## src/rtl/gray_bin_conv_pipe_if.sv

```systemverilog
// Handshake bundle for gray_bin_conv_pipe: an input valid/ready channel
// carrying din/mode and an output valid/ready channel carrying dout.
// Build option GRAY_STEP_CHECK_EN adds the step_err/err_cnt status signals.
// slave  = the converter's view, master = the environment's view.
interface gray_bin_conv_pipe_if #(
    parameter int WIDTH = 4
`ifdef GRAY_STEP_CHECK_EN
    , parameter int ERRCNT_W = 8
`endif
);
    logic             in_valid;
    logic             in_ready;
    logic             mode;
    logic [WIDTH-1:0] din;
    logic             out_valid;
    logic             out_ready;
    logic [WIDTH-1:0] dout;
`ifdef GRAY_STEP_CHECK_EN
    logic                step_err;
    logic [ERRCNT_W-1:0] err_cnt;
`endif

    modport slave (
        input  in_valid, mode, din, out_ready,
        output in_ready, out_valid, dout
`ifdef GRAY_STEP_CHECK_EN
        , output step_err, err_cnt
`endif
    );

    modport master (
        output in_valid, mode, din, out_ready,
        input  in_ready, out_valid, dout
`ifdef GRAY_STEP_CHECK_EN
        , input step_err, err_cnt
`endif
    );
endinterface

```

## src/rtl/gray_bin_conv_pipe.sv

```systemverilog
// gray_bin_conv_pipe: one-entry, one-cycle-latency Gray<->binary converter
// with valid/ready flow control on both sides. mode=0 converts Gray to
// binary, mode=1 converts binary to Gray; mode travels with each word.
// Optional build macro GRAY_STEP_CHECK_EN adds a checker that flags
// consecutive Gray-mode inputs that do not differ in exactly one bit and
// keeps a saturating count of such step errors.
module gray_bin_conv_pipe #(
    parameter int WIDTH    = 4,
    parameter int ERRCNT_W = 8
) (
    input logic               clk,
    input logic               rst,
    gray_bin_conv_pipe_if.slave bus
);

    // Elaboration-time parameter legality checks.
    if (WIDTH < 2 || WIDTH > 32) begin : g_bad_width
        $error("gray_bin_conv_pipe: WIDTH must be in 2..32");
    end
    if (ERRCNT_W < 1 || ERRCNT_W > 16) begin : g_bad_errcnt_w
        $error("gray_bin_conv_pipe: ERRCNT_W must be in 1..16");
    end

    // Gray to binary: each binary bit is the XOR of all Gray bits at or above it.
    function automatic logic [WIDTH-1:0] gray2bin(input logic [WIDTH-1:0] g);
        logic [WIDTH-1:0] b;
        b[WIDTH-1] = g[WIDTH-1];
        for (int i = WIDTH - 2; i >= 0; i--) begin
            b[i] = b[i+1] ^ g[i];
        end
        return b;
    endfunction

    // Binary to Gray: XOR with the logically right-shifted value.
    function automatic logic [WIDTH-1:0] bin2gray(input logic [WIDTH-1:0] b);
        return b ^ (b >> 1);
    endfunction

    logic             vld_p0;
    logic [WIDTH-1:0] dout_p0;
    logic             accept;

    // A new word may enter whenever the output slot is empty or draining.
    assign bus.in_ready = !vld_p0 || bus.out_ready;
    assign accept       = bus.in_valid && bus.in_ready;

    // Stage 0 register: load on accept, empty on transfer-only, else hold.
    always_ff @(posedge clk) begin
        if (rst) begin
            vld_p0  <= 1'b0;
            dout_p0 <= '0;
        end else if (accept) begin
            vld_p0  <= 1'b1;
            dout_p0 <= bus.mode ? bin2gray(bus.din) : gray2bin(bus.din);
        end else if (bus.out_ready) begin
            vld_p0  <= 1'b0;
        end
    end

    assign bus.out_valid = vld_p0;
    assign bus.dout      = dout_p0;

`ifdef GRAY_STEP_CHECK_EN
    localparam logic [ERRCNT_W-1:0] CNT_MAX = '1;

    // True when exactly one bit of x is set.
    function automatic logic is_one_hot(input logic [WIDTH-1:0] x);
        return (x != '0) && ((x & (x - 1'b1)) == '0);
    endfunction

    logic [WIDTH-1:0]    hist_p0;
    logic                hist_vld_p0;
    logic                step_err_p0;
    logic [ERRCNT_W-1:0] err_cnt_p0;
    logic                bad_step;

    // A step is bad only when a previous Gray word exists to compare against.
    assign bad_step = hist_vld_p0 && !is_one_hot(bus.din ^ hist_p0);

    // Step checker: history and flag update only on accepted words, so the
    // flag stays aligned with the dout it describes.
    always_ff @(posedge clk) begin
        if (rst) begin
            hist_p0     <= '0;
            hist_vld_p0 <= 1'b0;
            step_err_p0 <= 1'b0;
            err_cnt_p0  <= '0;
        end else if (accept) begin
            if (!bus.mode) begin
                hist_p0     <= bus.din;
                hist_vld_p0 <= 1'b1;
                step_err_p0 <= bad_step;
                if (bad_step && err_cnt_p0 != CNT_MAX) begin
                    err_cnt_p0 <= err_cnt_p0 + 1'b1;
                end
            end else begin
                step_err_p0 <= 1'b0;
            end
        end
    end

    assign bus.step_err = step_err_p0;
    assign bus.err_cnt  = err_cnt_p0;
`endif

endmodule

```

## src/flat_wrapper.sv

```systemverilog
// flat-port wrapper written by rule: the top's interface ports become plain ports
module gray_bin_conv_pipe_flat 
#(
    parameter int WIDTH    = 4,
    parameter int ERRCNT_W = 8
)
  (clk, rst, bus_in_valid, bus_mode, bus_din, bus_out_ready, bus_in_ready, bus_out_valid, bus_dout);
  gray_bin_conv_pipe_if #(.WIDTH(WIDTH)) bus_i ();
  input logic clk;
  input logic rst;
  input wire logic [$bits(bus_i.in_valid)-1:0] bus_in_valid;
  input wire logic [$bits(bus_i.mode)-1:0] bus_mode;
  input wire logic [$bits(bus_i.din)-1:0] bus_din;
  input wire logic [$bits(bus_i.out_ready)-1:0] bus_out_ready;
  output wire logic [$bits(bus_i.in_ready)-1:0] bus_in_ready;
  output wire logic [$bits(bus_i.out_valid)-1:0] bus_out_valid;
  output wire logic [$bits(bus_i.dout)-1:0] bus_dout;
  assign bus_i.in_valid = bus_in_valid;
  assign bus_i.mode = bus_mode;
  assign bus_i.din = bus_din;
  assign bus_i.out_ready = bus_out_ready;
  assign bus_in_ready = bus_i.in_ready;
  assign bus_out_valid = bus_i.out_valid;
  assign bus_dout = bus_i.dout;
  gray_bin_conv_pipe #(.WIDTH(WIDTH), .ERRCNT_W(ERRCNT_W)) u_core (.clk(clk), .rst(rst), .bus(bus_i));
endmodule
```

## config.mk

```make
export PLATFORM = sky130hd
export DESIGN_NAME = gray_bin_conv_pipe_flat
export DESIGN_NICKNAME = d
export VERILOG_FILES = /design/src/rtl/gray_bin_conv_pipe_if.sv /design/src/rtl/gray_bin_conv_pipe.sv /design/src/flat_wrapper.sv
export SDC_FILE = /design/constraint.sdc
export NUM_CORES = 1
export LEC_CHECK = 0
export CORE_AREA = 2 2 39 41
export DETAILED_ROUTE_END_ITERATION = 8
export DIE_AREA = 0 0 41 43
export PLACE_DENSITY_LB_ADDON = 0.25
export SYNTH_ARGS = -nofsm -noshare
export SYNTH_HDL_FRONTEND = slang
export SYNTH_SLANG_ARGS = --single-unit
```

## constraint.sdc

```tcl
create_clock -name clk -period 0.85 [get_ports clk]
set_input_delay 0.1275 -clock clk [delete_from_list [all_inputs] [get_ports clk]]
set_output_delay 0.1275 -clock clk [all_outputs]
set_load 0.005 [all_outputs]
```

==> impl_metrics.ini <==
[run_status]
status = complete, but fails checks
violations = negative setup slack

[detailed_routing]
drc = 0
first_iter_violations = 0
viasPerCell = 4.17
ant_nets = 0
met2_length_um = 299
top_layer_used = met3
routedWlPerCell_um = 8.94
finalWirelength_um = 617
dr.pass1.iters = 1
wl_met3_um = 51
via_count = 288
wl_met1_um = 267

[place]
hpwlAfterDp_um = 471
port_buffers = 14
gp_congestion = 0.686
dpl_cell_area_sq_um = 483
pre_cts_ws_ns = -0.470

[min_path]
min_from = bus_in_valid
hp-class = in -> reg
hold_end = u_core.bus.dout[1]
min_path_cells = 3

[power_and_ir_drop]
ir_worst_vdd_mv = 0.479
p_leak_nw = 0.238
power.density_nw_per_um2 = 1390
fin_total_pwr_w = 0.000716

[critical_path]
reg2reg_depth = 4
timing.rr.start = u_core.bus.out_valid
slowest_delay_ns = 0.34
cp_slowest_cell = dfxtp_2
path_class = reg -> reg
reg2reg_to = u_core.bus.dout[0]
crit_arrival_ns = 1.09
cp-start-kind = flip-flop
end_kind = flip-flop
required_ns = 1.02
cp_max_fo = 5
path_cells = nand2b_4, buf_6, a211o_1, o211ai_2
reg2reg_slack_ns = -0.08

[die]
io_pins = 15
num_rows = 14
dieArea_sq_um = 1760
chipHeight_um = 43
start_util = 0.212
core_sq_um = 1380
die_x_um = 41

[timing]
fin_ws_ns = -0.0752
timing.hold.ws_ns = 0.304
timing.fmax_ghz = 1.08
worst_slew_pin_slew_ns = 0.196
slew_violations = 0
rsz0062_at_grt = true
fin_skew_ns = 0.00260
setup_viol = 6
fin_crit_ns = 0.925
fin_tns_setup_ns = -0.224
max_slew_margin = 0.869
hold_violations = 0
post-route-period-util = 1.09

[clock_network]
cts_buffers = 3
htreeDepth = 1
cts_tree = done
clk_latency_ns = 0.24
clockRootBuffer = clkbuf_4
cts_sinks = 5
clockBufferDepth = 2
cts_setup_buffers = 0
holdBufCountCts = 0
path_clk_slew_ns = 0.04

[run]
timing.max_cap.violations = 0

[global_routing]
track_usage = 0.0966
grt_max_degree = 7
grt_antenna_before_repair = 0
grt_pass1_wl_um = 1090
grt_pass1_vias = 280
grt_overflow_total = 0

[cells_and_area]
antenna_cells = 0
drive_gt1_frac = 0.491
final_cell_mix = 6 x dlygate4sd2_1, 5 x buf_4, 4 x buf_2, 4 x dfxtp_2
final_common_cell = dlygate4sd2_1
area_growth_pct = 76.5
finish.instance_area_sq_um = 517
nNetsFinal = 63

[logic_synthesis]
synth_cells = 30
avgSynthCellArea_sq_um = 9.76
syn-num-nets = 39
ys_ff_latch = 5
ys_seq_area_frac = 0.342
yosys_warnings = 0
synth_cell_types = 21
synth_top_area_frac = 0.342
synth.area.top_cells = dfxtp_1 34%, xnor2_1 9.0%, a21oi_1 5.1%
synth_area_sq_um = 293
yosysTopAreaCell = dfxtp_1
==> metal layers <==
layer  up-vias  GRT usage
li1        151          -
met1       125      0.120
met2        12      0.116
met3         0     0.0366
met4         0      0.100
met5         -          0
==> power by group <==
| part | internal (W) | leakage [nW] | total, W | switching, W |
|---|---|---|---|---|
| sequential | 0.000257 | 0.0426 | 0.000267 | 0.00000925 |
| clock | 0.000177 | 0.0150 | 0.000269 | 0.0000916 |
| combinational | 0.000111 | 0.180 | 0.000181 | 0.0000691 |
==> cell type report <==
type | count | area [sq um]
inverter | 2 | 7.51
tap | 16 | 20.0
clock buffer | 4 | 26.3
sequential | 5 | 105
multi-input combinational | 21 | 180
timing repair buffer | 21 | 178
fill | 154 | 867
==> cell usage after synthesis <==
cell / number
a21oi_1: 3
nand3b_1: 1
dfxtp_1: 5
o211ai_2: 1
xor2_1: 1
a21oi_2: 1
a211o_1: 1
nand2b_1: 1
nor2b_1: 1
a21bo_2: 1
a311oi_1: 1
nand2b_4: 1
clkbuf_2: 1
xnor2_1: 3
and2b_1: 1
buf_6: 1
nand3_1: 1
inv_1: 2
o2111ai_1: 1
a31o_1: 1
or2_0: 1
==> sequential cells by signal, summed over array words and instances, names as in the netlist <==
name	count
u_core.bus.dout	4
u_core.bus.out_valid	1
==> cell families (layout without fill, tap and decap cells) <==
| family | Yosys count | in the layout | share of synthesized area |
|---|---|---|---|
| AOI/OAI and AO/OA | 10 | 10 | 0.278 |
| and+or+nand+nor | 7 | 7 | 0.180 |
| DFF | 5 | 5 | 0.342 |
| xor gates and xnor gates | 4 | 4 | 0.120 |
| buffers and inverters | 4 | 27 | 0.0812 |
==> worst max-delay path: cells and delay by family (launching register included) <==
family	cells	cell delay, ns
AND/OR/NAND/NOR	1	0.07
flip-flops	1	0.34
buffers and inverters	1	0.13
AO/OA/AOI/OAI	2	0.32
==> stage by stage <==
| stage | util | std cells |
|---|---|---|
| final | 0.373 | 69 |
| after floorplan | - | 30 |
| after detailed placement | 0.349 | 64 |
| after global routing | 0.373 | 69 |
| after global placement | 0.349 | 64 |
| after CTS | 0.369 | 69 |
==> worst max path at each step <==
stage | startpoint | end | slack (ns) | cells after the start
finish | u_core.bus.out_valid | u_core.bus.dout[0] | -0.08 | 4
CTS | u_core.bus.out_valid | u_core.bus.dout[0] | -0.08 | 4
global placement | bus_out_ready | bus_in_ready | -0.47 | 3
global route | u_core.bus.out_valid | u_core.bus.dout[0] | -0.13 | 4
detailed placement | bus_out_ready | bus_in_ready | -0.47 | 3
floorplan | u_core.bus.out_valid | u_core.bus.dout[3] | -0.01 | 4
==> what timing repair did <==
action | 4_1_cts | 5_1_grt
setup endpoints to repair | 10 | 6
gates cloned | 1 | 0
pin swaps | 2 | 1
gates resized for setup | 37 | 2
(Power assumes the default switching activity.)
